[config.mk]
export PLATFORM = sky130hd
export DESIGN_NAME = mips_multicycle_ctrl_flat
export DESIGN_NICKNAME = d
export VERILOG_FILES = /design/src/rtl/mips_ctrl_pkg.sv /design/src/rtl/mips_multicycle_ctrl_if.sv /design/src/rtl/mips_alu_dec.sv /design/src/rtl/mips_multicycle_ctrl.sv /design/src/flat_wrapper.sv
export SDC_FILE = /design/constraint.sdc
export NUM_CORES = 1
export LEC_CHECK = 0
export ABC_CLOCK_PERIOD_IN_PS = 2400
export CAP_MARGIN = 10
export CORE_ASPECT_RATIO = 0.7
export CORE_UTILIZATION = 55
export CTS_BUF_LIST = sky130_fd_sc_hd__clkbuf_2 sky130_fd_sc_hd__clkbuf_4 sky130_fd_sc_hd__clkbuf_8
export CTS_CLUSTER_DIAMETER = 80
export CTS_CLUSTER_SIZE = 16
export DETAILED_ROUTE_END_ITERATION = 12
export DONT_BUFFER_PORTS = 1
export PLACE_DENSITY = 0.7
export SETUP_SLACK_MARGIN = 0.05
export SLEW_MARGIN = 20
export SYNTH_ARGS = -nofsm -noshare
export SYNTH_HDL_FRONTEND = slang
export SYNTH_SLANG_ARGS = --single-unit
[constraint.sdc]
create_clock -name clk -period 2.4 [get_ports clk]
set_clock_uncertainty 0.2 [all_clocks]
set_input_delay 0.6 -clock clk [delete_from_list [all_inputs] [get_ports clk]]
set_output_delay 0.6 -clock clk [all_outputs]
set_load 0.01 [all_outputs]
[src/rtl/mips_ctrl_pkg.sv]
// mips_ctrl_pkg
//   Shared definitions for the multi-cycle MIPS control unit and its
//   helpers: the FSM state enum, the opcode and func encodings, and the
//   encodings of the alu_op, alu_src_b, pc_src and trap_cause outputs.
//   No ports; imported with "import mips_ctrl_pkg::*;".
package mips_ctrl_pkg;

  // Controller states.
  typedef enum logic [2:0] {
    S_FETCH  = 3'd0,
    S_DECODE = 3'd1,
    S_EXEC   = 3'd2,
    S_MEM    = 3'd3,
    S_WB     = 3'd4,
    S_BRANCH = 3'd5,
    S_JUMP   = 3'd6,
    S_TRAP   = 3'd7
  } state_t;

  // Opcodes.
  localparam logic [5:0] OP_RTYPE = 6'b000000;
  localparam logic [5:0] OP_LW    = 6'b100011;
  localparam logic [5:0] OP_SW    = 6'b101011;
  localparam logic [5:0] OP_BEQ   = 6'b000100;
  localparam logic [5:0] OP_J     = 6'b000010;
  localparam logic [5:0] OP_ADDI  = 6'b001000;

  // R-type func codes.
  localparam logic [5:0] FN_ADD = 6'b100000;
  localparam logic [5:0] FN_SUB = 6'b100010;
  localparam logic [5:0] FN_AND = 6'b100100;
  localparam logic [5:0] FN_OR  = 6'b100101;
  localparam logic [5:0] FN_SLT = 6'b101010;
  localparam logic [5:0] FN_NOP = 6'b000000;

  // ALU operations.
  localparam logic [2:0] ALU_ADD = 3'b000;
  localparam logic [2:0] ALU_SUB = 3'b001;
  localparam logic [2:0] ALU_AND = 3'b010;
  localparam logic [2:0] ALU_OR  = 3'b011;
  localparam logic [2:0] ALU_SLT = 3'b100;

  // ALU B operand select.
  localparam logic [1:0] SRCB_RT      = 2'b00;
  localparam logic [1:0] SRCB_FOUR    = 2'b01;
  localparam logic [1:0] SRCB_IMM     = 2'b10;
  localparam logic [1:0] SRCB_IMM_SH2 = 2'b11;

  // PC source select.
  localparam logic [1:0] PC_ALU    = 2'b00;
  localparam logic [1:0] PC_ALUOUT = 2'b01;
  localparam logic [1:0] PC_JUMP   = 2'b10;

  // Trap causes.
  localparam logic [1:0] TC_NONE    = 2'b00;
  localparam logic [1:0] TC_ILLEGAL = 2'b01;
  localparam logic [1:0] TC_TIMEOUT = 2'b10;

  // True when the opcode/func pair is one the controller implements.
  function automatic logic is_legal(input logic [5:0] op, input logic [5:0] fn);
    logic ok;
    ok = 1'b0;
    case (op)
      OP_RTYPE: begin
        case (fn)
          FN_ADD, FN_SUB, FN_AND, FN_OR, FN_SLT, FN_NOP: ok = 1'b1;
          default:                                       ok = 1'b0;
        endcase
      end
      OP_LW, OP_SW, OP_BEQ, OP_J, OP_ADDI: ok = 1'b1;
      default:                             ok = 1'b0;
    endcase
    return ok;
  endfunction

endpackage

[src/rtl/mips_multicycle_ctrl_if.sv]
// mips_multicycle_ctrl_if
//   Shared instruction/data memory handshake between the control unit
//   (master) and the memory port (slave).
//   Signals:
//     mem_req  master->slave  transfer request
//     mem_we   master->slave  1 = write, 0 = read
//     iord     master->slave  address select (0 = PC, 1 = ALUOut)
//     mem_ack  slave->master  transfer complete
//   Handshake: mem_req acts as valid and mem_ack as ready. Once mem_req is
//   raised, mem_req, mem_we and iord hold steady until the rising edge on
//   which mem_ack is sampled high; that edge completes the transfer. The
//   master ignores mem_ack whenever mem_req is low.
interface mips_multicycle_ctrl_if;
  logic mem_req;
  logic mem_we;
  logic iord;
  logic mem_ack;

  modport master (output mem_req, output mem_we, output iord, input mem_ack);
  modport slave  (input mem_req, input mem_we, input iord, output mem_ack);
endinterface

[src/rtl/mips_alu_dec.sv]
// mips_alu_dec
//   Purely combinational R-type func -> ALU operation decoder. Shared by the
//   multi-cycle controller and later pipelined control.
//   Ports:
//     func    in  FNW  func field (latched copy in the multi-cycle unit)
//     alu_op  out 3    ALU operation; ADD for any func it does not map
module mips_alu_dec
  import mips_ctrl_pkg::*;
#(
  parameter int FNW = 6
) (
  input  logic [FNW-1:0] func,
  output logic [2:0]     alu_op
);

  logic [5:0] fn6;
  assign fn6 = 6'(func);

  always_comb begin
    alu_op = ALU_ADD;
    case (fn6)
      FN_ADD:  alu_op = ALU_ADD;
      FN_SUB:  alu_op = ALU_SUB;
      FN_AND:  alu_op = ALU_AND;
      FN_OR:   alu_op = ALU_OR;
      FN_SLT:  alu_op = ALU_SLT;
      default: alu_op = ALU_ADD;
    endcase
  end

endmodule

[src/rtl/mips_multicycle_ctrl.sv]
// mips_multicycle_ctrl
//   Multi-cycle MIPS control unit. A Moore FSM steps each instruction through
//   FETCH, DECODE, EXEC, MEM, WB, BRANCH or JUMP and drives every datapath
//   enable and mux select from the current state plus the opcode/func
//   latched in DECODE. Illegal instructions and memory waits longer than
//   MEM_TIMEOUT cycles park the FSM in TRAP until rst.
//   Optional build macro: MIPS_MC_CTRL_PERF_EN enables the instr_cnt and
//   cycle_cnt performance counters; without it both ports read 0.
//   Ports:
//     clk, rst         clock; asynchronous active-high reset
//     mem              memory handshake (master modport)
//     op_code, func    instruction register fields
//     zero             ALU zero flag
//     ir_we, pc_we, reg_we               write enables
//     reg_dst, mem_to_reg, alu_src_a     datapath selects
//     alu_src_b, alu_op, pc_src          datapath selects
//     trap, trap_cause                   sticky trap flag and reason
//     instr_cnt, cycle_cnt               performance counters
//     state                              current FSM state (debug)
module mips_multicycle_ctrl
  import mips_ctrl_pkg::*;
#(
  parameter int OPW         = 6,
  parameter int FNW         = 6,
  parameter int MEM_TIMEOUT = 15
) (
  input  logic                  clk,
  input  logic                  rst,
  mips_multicycle_ctrl_if.master mem,
  input  logic [OPW-1:0]        op_code,
  input  logic [FNW-1:0]        func,
  input  logic                  zero,
  output logic                  ir_we,
  output logic                  pc_we,
  output logic                  reg_we,
  output logic                  reg_dst,
  output logic                  mem_to_reg,
  output logic                  alu_src_a,
  output logic [1:0]            alu_src_b,
  output logic [2:0]            alu_op,
  output logic [1:0]            pc_src,
  output logic                  trap,
  output logic [1:0]            trap_cause,
  output logic [31:0]           instr_cnt,
  output logic [31:0]           cycle_cnt,
  output state_t                state
);

  // The wait counter never exceeds MEM_TIMEOUT-1: the cycle it would reach
  // MEM_TIMEOUT is the cycle the FSM leaves for TRAP.
  localparam logic [7:0] WAIT_LAST = 8'(MEM_TIMEOUT - 1);

  state_t         state_q, state_d;
  logic [OPW-1:0] op_q;
  logic [FNW-1:0] fn_q;
  logic [7:0]     wait_q, wait_d;
  logic [1:0]     cause_q;

  logic           mem_req_c, mem_we_c, iord_c;
  logic [2:0]     rtype_alu_op;

  // Fixed-width views of the live and latched instruction fields.
  logic [5:0] op_in6, fn_in6, op6, fn6;
  assign op_in6 = 6'(op_code);
  assign fn_in6 = 6'(func);
  assign op6    = 6'(op_q);
  assign fn6    = 6'(fn_q);

  logic is_rtype, is_lw, is_sw;
  assign is_rtype = (op6 == OP_RTYPE);
  assign is_lw    = (op6 == OP_LW);
  assign is_sw    = (op6 == OP_SW);

  logic timeout_hit;
  assign timeout_hit = (wait_q == WAIT_LAST);

  mips_alu_dec #(.FNW(FNW)) u_alu_dec (
    .func   (fn_q),
    .alu_op (rtype_alu_op)
  );

  // State, latched instruction fields, wait counter and trap cause.
  always_ff @(posedge clk or posedge rst) begin
    if (rst) begin
      state_q <= S_FETCH;
      op_q    <= '0;
      fn_q    <= '0;
      wait_q  <= '0;
      cause_q <= TC_NONE;
    end else begin
      state_q <= state_d;
      wait_q  <= wait_d;
      if (state_q == S_DECODE) begin
        op_q <= op_code;
        fn_q <= func;
      end
      // Cause is captured only on the entry edge and then holds.
      if (state_q != S_TRAP && state_d == S_TRAP) begin
        cause_q <= (state_q == S_DECODE) ? TC_ILLEGAL : TC_TIMEOUT;
      end
    end
  end

  // Next state. DECODE looks at the live IR fields because the latched
  // copies only become valid on the edge that leaves DECODE.
  always_comb begin
    state_d = state_q;
    unique case (state_q)
      S_FETCH: begin
        if (mem.mem_ack)      state_d = S_DECODE;
        else if (timeout_hit) state_d = S_TRAP;
      end
      S_DECODE: begin
        if (!is_legal(op_in6, fn_in6))                      state_d = S_TRAP;
        else if (op_in6 == OP_RTYPE && fn_in6 == FN_NOP)    state_d = S_FETCH;
        else if (op_in6 == OP_BEQ)                          state_d = S_BRANCH;
        else if (op_in6 == OP_J)                            state_d = S_JUMP;
        else                                                state_d = S_EXEC;
      end
      S_EXEC: begin
        if (is_lw || is_sw) state_d = S_MEM;
        else                state_d = S_WB;
      end
      S_MEM: begin
        // An ack in the timeout cycle still completes the transfer.
        if (mem.mem_ack)      state_d = is_sw ? S_FETCH : S_WB;
        else if (timeout_hit) state_d = S_TRAP;
      end
      S_WB:     state_d = S_FETCH;
      S_BRANCH: state_d = S_FETCH;
      S_JUMP:   state_d = S_FETCH;
      S_TRAP:   state_d = S_TRAP;
      default:  state_d = S_FETCH;
    endcase
  end

  // Count stalled request cycles; any ack or state change restarts it.
  always_comb begin
    wait_d = '0;
    if (mem_req_c && !mem.mem_ack && state_d == state_q) begin
      wait_d = wait_q + 8'd1;
    end
  end

  // Moore outputs from the current state and latched opcode/func.
  always_comb begin
    mem_req_c  = 1'b0;
    mem_we_c   = 1'b0;
    iord_c     = 1'b0;
    ir_we      = 1'b0;
    pc_we      = 1'b0;
    reg_we     = 1'b0;
    reg_dst    = 1'b0;
    mem_to_reg = 1'b0;
    alu_src_a  = 1'b0;
    alu_src_b  = SRCB_RT;
    alu_op     = ALU_ADD;
    pc_src     = PC_ALU;
    trap       = 1'b0;
    unique case (state_q)
      S_FETCH: begin
        mem_req_c = 1'b1;
        alu_src_b = SRCB_FOUR;
        // An ack seen while rst is high belongs to an abandoned transfer.
        ir_we     = mem.mem_ack & ~rst;
        pc_we     = mem.mem_ack & ~rst;
      end
      S_DECODE: begin
        alu_src_b = SRCB_IMM_SH2;
      end
      S_EXEC: begin
        alu_src_a = 1'b1;
        if (is_rtype) begin
          alu_src_b = SRCB_RT;
          alu_op    = rtype_alu_op;
        end else begin
          alu_src_b = SRCB_IMM;
          alu_op    = ALU_ADD;
        end
      end
      S_MEM: begin
        mem_req_c = 1'b1;
        iord_c    = 1'b1;
        mem_we_c  = is_sw;
      end
      S_WB: begin
        reg_we     = 1'b1;
        reg_dst    = is_rtype;
        mem_to_reg = is_lw;
      end
      S_BRANCH: begin
        alu_src_a = 1'b1;
        alu_src_b = SRCB_RT;
        alu_op    = ALU_SUB;
        pc_src    = PC_ALUOUT;
        pc_we     = zero;
      end
      S_JUMP: begin
        pc_we  = 1'b1;
        pc_src = PC_JUMP;
      end
      S_TRAP: begin
        trap = 1'b1;
      end
      default: begin
        trap = 1'b0;
      end
    endcase
  end

  assign mem.mem_req = mem_req_c;
  assign mem.mem_we  = mem_we_c;
  assign mem.iord    = iord_c;
  assign trap_cause  = cause_q;
  assign state       = state_q;

`ifdef MIPS_MC_CTRL_PERF_EN
  logic [31:0] instr_q, cycle_q;

  // Both counters freeze once the unit traps. An instruction retires on any
  // return to FETCH; reset is the only other way into FETCH.
  always_ff @(posedge clk or posedge rst) begin
    if (rst) begin
      instr_q <= '0;
      cycle_q <= '0;
    end else if (state_q != S_TRAP) begin
      cycle_q <= cycle_q + 32'd1;
      if (state_d == S_FETCH && state_q != S_FETCH) begin
        instr_q <= instr_q + 32'd1;
      end
    end
  end

  assign instr_cnt = instr_q;
  assign cycle_cnt = cycle_q;
`else
  assign instr_cnt = '0;
  assign cycle_cnt = '0;
`endif

endmodule

[src/flat_wrapper.sv]
// flat-port wrapper written by rule: the top's interface ports become plain ports
module mips_multicycle_ctrl_flat import mips_ctrl_pkg::*;
#(
  parameter int OPW         = 6,
  parameter int FNW         = 6,
  parameter int MEM_TIMEOUT = 15
)
  (clk, rst, op_code, func, zero, ir_we, pc_we, reg_we, reg_dst, mem_to_reg, alu_src_a, alu_src_b, alu_op, pc_src, trap, trap_cause, instr_cnt, cycle_cnt, state, mem_mem_req, mem_mem_we, mem_iord, mem_mem_ack);
  mips_multicycle_ctrl_if mem_i ();
  input  logic clk;
  input  logic rst;
  input  logic [OPW-1:0] op_code;
  input  logic [FNW-1:0] func;
  input  logic zero;
  output logic ir_we;
  output logic pc_we;
  output logic reg_we;
  output logic reg_dst;
  output logic mem_to_reg;
  output logic alu_src_a;
  output logic [1:0] alu_src_b;
  output logic [2:0] alu_op;
  output logic [1:0] pc_src;
  output logic trap;
  output logic [1:0] trap_cause;
  output logic [31:0] instr_cnt;
  output logic [31:0] cycle_cnt;
  output state_t state;
  output wire logic [$bits(mem_i.mem_req)-1:0] mem_mem_req;
  output wire logic [$bits(mem_i.mem_we)-1:0] mem_mem_we;
  output wire logic [$bits(mem_i.iord)-1:0] mem_iord;
  input wire logic [$bits(mem_i.mem_ack)-1:0] mem_mem_ack;
  assign mem_mem_req = mem_i.mem_req;
  assign mem_mem_we = mem_i.mem_we;
  assign mem_iord = mem_i.iord;
  assign mem_i.mem_ack = mem_mem_ack;
  mips_multicycle_ctrl #(.OPW(OPW), .FNW(FNW), .MEM_TIMEOUT(MEM_TIMEOUT)) u_core (.clk(clk), .rst(rst), .mem(mem_i), .op_code(op_code), .func(func), .zero(zero), .ir_we(ir_we), .pc_we(pc_we), .reg_we(reg_we), .reg_dst(reg_dst), .mem_to_reg(mem_to_reg), .alu_src_a(alu_src_a), .alu_src_b(alu_src_b), .alu_op(alu_op), .pc_src(pc_src), .trap(trap), .trap_cause(trap_cause), .instr_cnt(instr_cnt), .cycle_cnt(cycle_cnt), .state(state));
endmodule
==> impl_metrics.csv <==
group,metric,value,unit
cts,cts_buffer_depth,2,
sta,slew_headroom,64.8,%
layout,nNetsFinal,260,
power,powerDensity,1040,nW/um^2
route,wire_per_inst,12.9,um
grt,grt_pass1_vias,1123,
setup_path,worstPathCellList,"nor4_2 -> nand2_1 -> or3_4 -> nor3b_4",
route,viasPerCell,4.92,
sta,hold_violations,0,
setup_path,rr_worst_depth,7,
route,vias,1417,
logic_synthesis,ys.flop_type,"dfrtp_1",
placed_design,placed_area,1880,um^2
cts,path_clk_slew,0.09,ns
route,drt_iter0_drc,69,
job,maxCapViolations,0,
logic_synthesis,synth_edf_count,0,
grt,grt_overflow,0,
sta,rsz0062_at_grt,"yes",
grt,grtUsageTotal,20.2,%
setup_path,crit_path_start_kind,"flip-flop",
sta,whs,0.0379,ns
logic_synthesis,syn_area,1940,um^2
route,drt-total-wl,3720,um
status,status,"complete, but fails checks",
placed_design,dp_hpwl,2950,um
die,core,3250,um^2
sta,fin_crit_sh,103,%
logic_synthesis,netlist_instances,220,
route,drt_pass1_iterations,4,
die,start_util,59.5,%
layout,final_cells,288,
logic_synthesis,ys_seq_area_share,32.3,%
setup_path,path_max_fanout,3,
grt,antenna_found_initial,0,
status,failed_checks,"negative setup slack",
logic_synthesis,synth_seq_cells,25,
setup_path,cp-end-kind,"primary output",
setup_path,slowest_delay,0.40,ns
die,io_pins,102,
cts,cts_inserted_buffers,3,
setup_path,r2r_setup_slack,0.26,ns
placed_design,gp_congestion,0.840,
grt,grt_max_degree,15,
power,vdd_drop_max,0.460,mV
placed_design,place_inst,279,
logic_synthesis,syn_area_per_cell,8.80,um^2
cts,cts_root_buffer,"clkbuf_8",
route,ant_nets,0,
cts,htreeDepth,1,
setup_path,path_class,"reg2out",
grt,grt_pass1_wl,5580,um
cts,cts_tree,"built",
power,leakagePower,1.01,nW
min_path,hp-class,"in2async",
setup_path,cp.required,1.60,ns
layout,antennaDiodeCount,0,
logic_synthesis,synth-async-reset-ratio,100,%
sta,fmax,405,MHz
sta,post-route-min-period,2.47,ns
logic_synthesis,yosys.cell_types.count,47,
layout,drive_above_1_share,25.7,%
die,dieArea,3770,um^2
setup_path,arrival,1.67,ns
placed_design,dp_slack,-0.230,ns
cts,clock_latency,0.27,ns
sta,setup_viol,2,
route,drc,0,
layout,areaGrowthSynthToFinish,6.27,%
sta,tightest_slew,0.527,ns
sta,maxSlewViolCount,0,
die,fp.dieH,51.7,um
setup_path,cp_slowest_cell,"dfrtp_1",
die,fp-row-count,17,
placed_design,io_buffers,0,
sta,timing.final.ws_setup,-0.0716,ns
cts,cts_sinks,25,
logic_synthesis,yosysWarnings,0,
die,chipWidth,72.9,um
layout,fin_area,2060,um^2
[report_power, final]
part	internal, W	leakage, nW	switching, W
registers	0.000579	0.308	0.000162
clock network	0.000116	0.0255	0.000139
logic	0.000545	0.672	0.000593
total	0.00124	1.01	0.000894
[cell families (layout without fill, tap and decap cells)]
kind of cell               count (synthesis)  in the layout  share of synthesized area, %
AOI/OAI and AO/OA                         23             23                          9.37
xor gates and xnor gates                   6              6                          2.71
adders and majority gates                  2              2                          1.29
buffers and inverters                     77             35                          27.3
DFF                                       25             25                          32.3
muxes                                     12             12                          6.91
other                                      1             64                         0.194
and+or+nand+nor                           74             74                          19.9
[path summary, 6_finish.rpt]
path / endpoint / start
setup / recovery: alu_op[1] / u_core.op6[1]$_DFFE_PP0P_
max in group asynchronous: u_core.state[1]$_DFF_PP0_ / rst
hold reg to reg: u_core.op6[2]$_DFFE_PP0P_ / u_core.op6[2]$_DFFE_PP0P_
setup reg to reg: u_core.trap_cause[1]$_DFFE_PP0P_ / u_core.state[1]$_DFF_PP0_
min in group clk: u_core.fn6[1]$_DFFE_PP0P_ / func[1]
hold / removal: u_core.wait_q[7]$_DFF_PP0_ / rst
[cell type report]
| cell class | count | area, um^2 |
|---|---|---|
| fillers | 293 | 1200 |
| multi-input cells | 181 | 1110 |
| flip-flops and latches | 25 | 629 |
| repair buffers | 22 | 178 |
| well taps | 47 | 58.8 |
| clock buffers | 3 | 41.3 |
| inverters | 9 | 33.8 |
| clock inverters | 1 | 5.00 |
[flip-flops by register name, indices dropped and copies added (netlist names)]
register / cells
u_core.trap_cause: 2
u_core.fn6: 6
u_core.state: 3
u_core.wait_q: 8
u_core.op6: 6
[metal layers]
| metal | global-route usage (%) | share of wire, % | wire length (um) |
|---|---|---|---|
| met3 | 6.40 | 10 | 383 |
| met1 | 30.1 | 48 | 1790 |
| met2 | 28.3 | 41 | 1530 |
| met4 | 3.92 | 0.32 | 12 |
| met5 | 0 | 0 | 0 |
[timing repair]
| action | 4_1_cts | 5_1_grt |
|---|---|---|
| pin swaps | 3 | 5 |
| hold buffers | 0 | 0 |
| setup endpoints to repair | 6 | 18 |
| buffers inserted | 4 | 1 |
| gates resized for setup | 9 | 13 |
| endpoints found under the hold margin | 0 | 0 |
[cell usage after synthesis (2+ instances only)]
cell / number / share of area [%]
nand2b_1: 2 / 0.65
nor2b_1: 5 / 1.6
xor2_1: 4 / 1.8
xnor2_1: 2 / 0.90
inv_1: 8 / 1.6
nor3_1: 6 / 1.6
nand4_1: 2 / 0.65
nor2_1: 21 / 4.1
ha_1: 2 / 1.3
clkbuf_1: 4 / 0.77
dfrtp_1: 25 / 32
and3_1: 3 / 0.97
a31oi_1: 2 / 0.65
o21ai_0: 3 / 0.77
a21oi_1: 3 / 0.77
nand2_1: 10 / 1.9
and2_1: 4 / 1.3
nand3_1: 7 / 1.8
buf_4: 64 / 25
nor3b_1: 3 / 1.2
or3_1: 4 / 1.3
mux2_2: 11 / 6.4
[cells in the final DEF (no fill, tap or decap), types with 2 or more instances in the layout]
cell type / n
conb_1: 64
dfrtp_1: 22
buf_4: 21
nor2_1: 20
mux2_2: 11
nand2_1: 10
inv_1: 8
nand3_1: 7
nor2b_1: 4
nor3_1: 4
xor2_1: 4
and2_1: 3
and3_1: 3
or3_4: 3
clkbuf_8: 3
dfrtp_2: 3
nor2_2: 2
nand2b_1: 2
xnor2_1: 2
a31oi_1: 2
a21oi_2: 2
nand4_1: 2
o21ai_0: 2
ha_1: 2
[worst max-delay path: cells and delay by family, from the launching register on]
kind	cells	cell delay (ns)
DFF	1	0.40
and+or+nand+nor	4	1.00
[through the flow]
stage          power [W]  setup TNS (ns)  utilization, %
4_1_cts          0.00208          -0.166            61.4
3_5_place_dp     0.00174           -1.68            57.9
6_report         0.00213          -0.125            63.2
2_1_floorplan    0.00147               0               -
3_3_place_gp     0.00173           -1.44            57.9
5_1_grt          0.00228          -0.439            63.2
(Power assumes the default switching activity.)
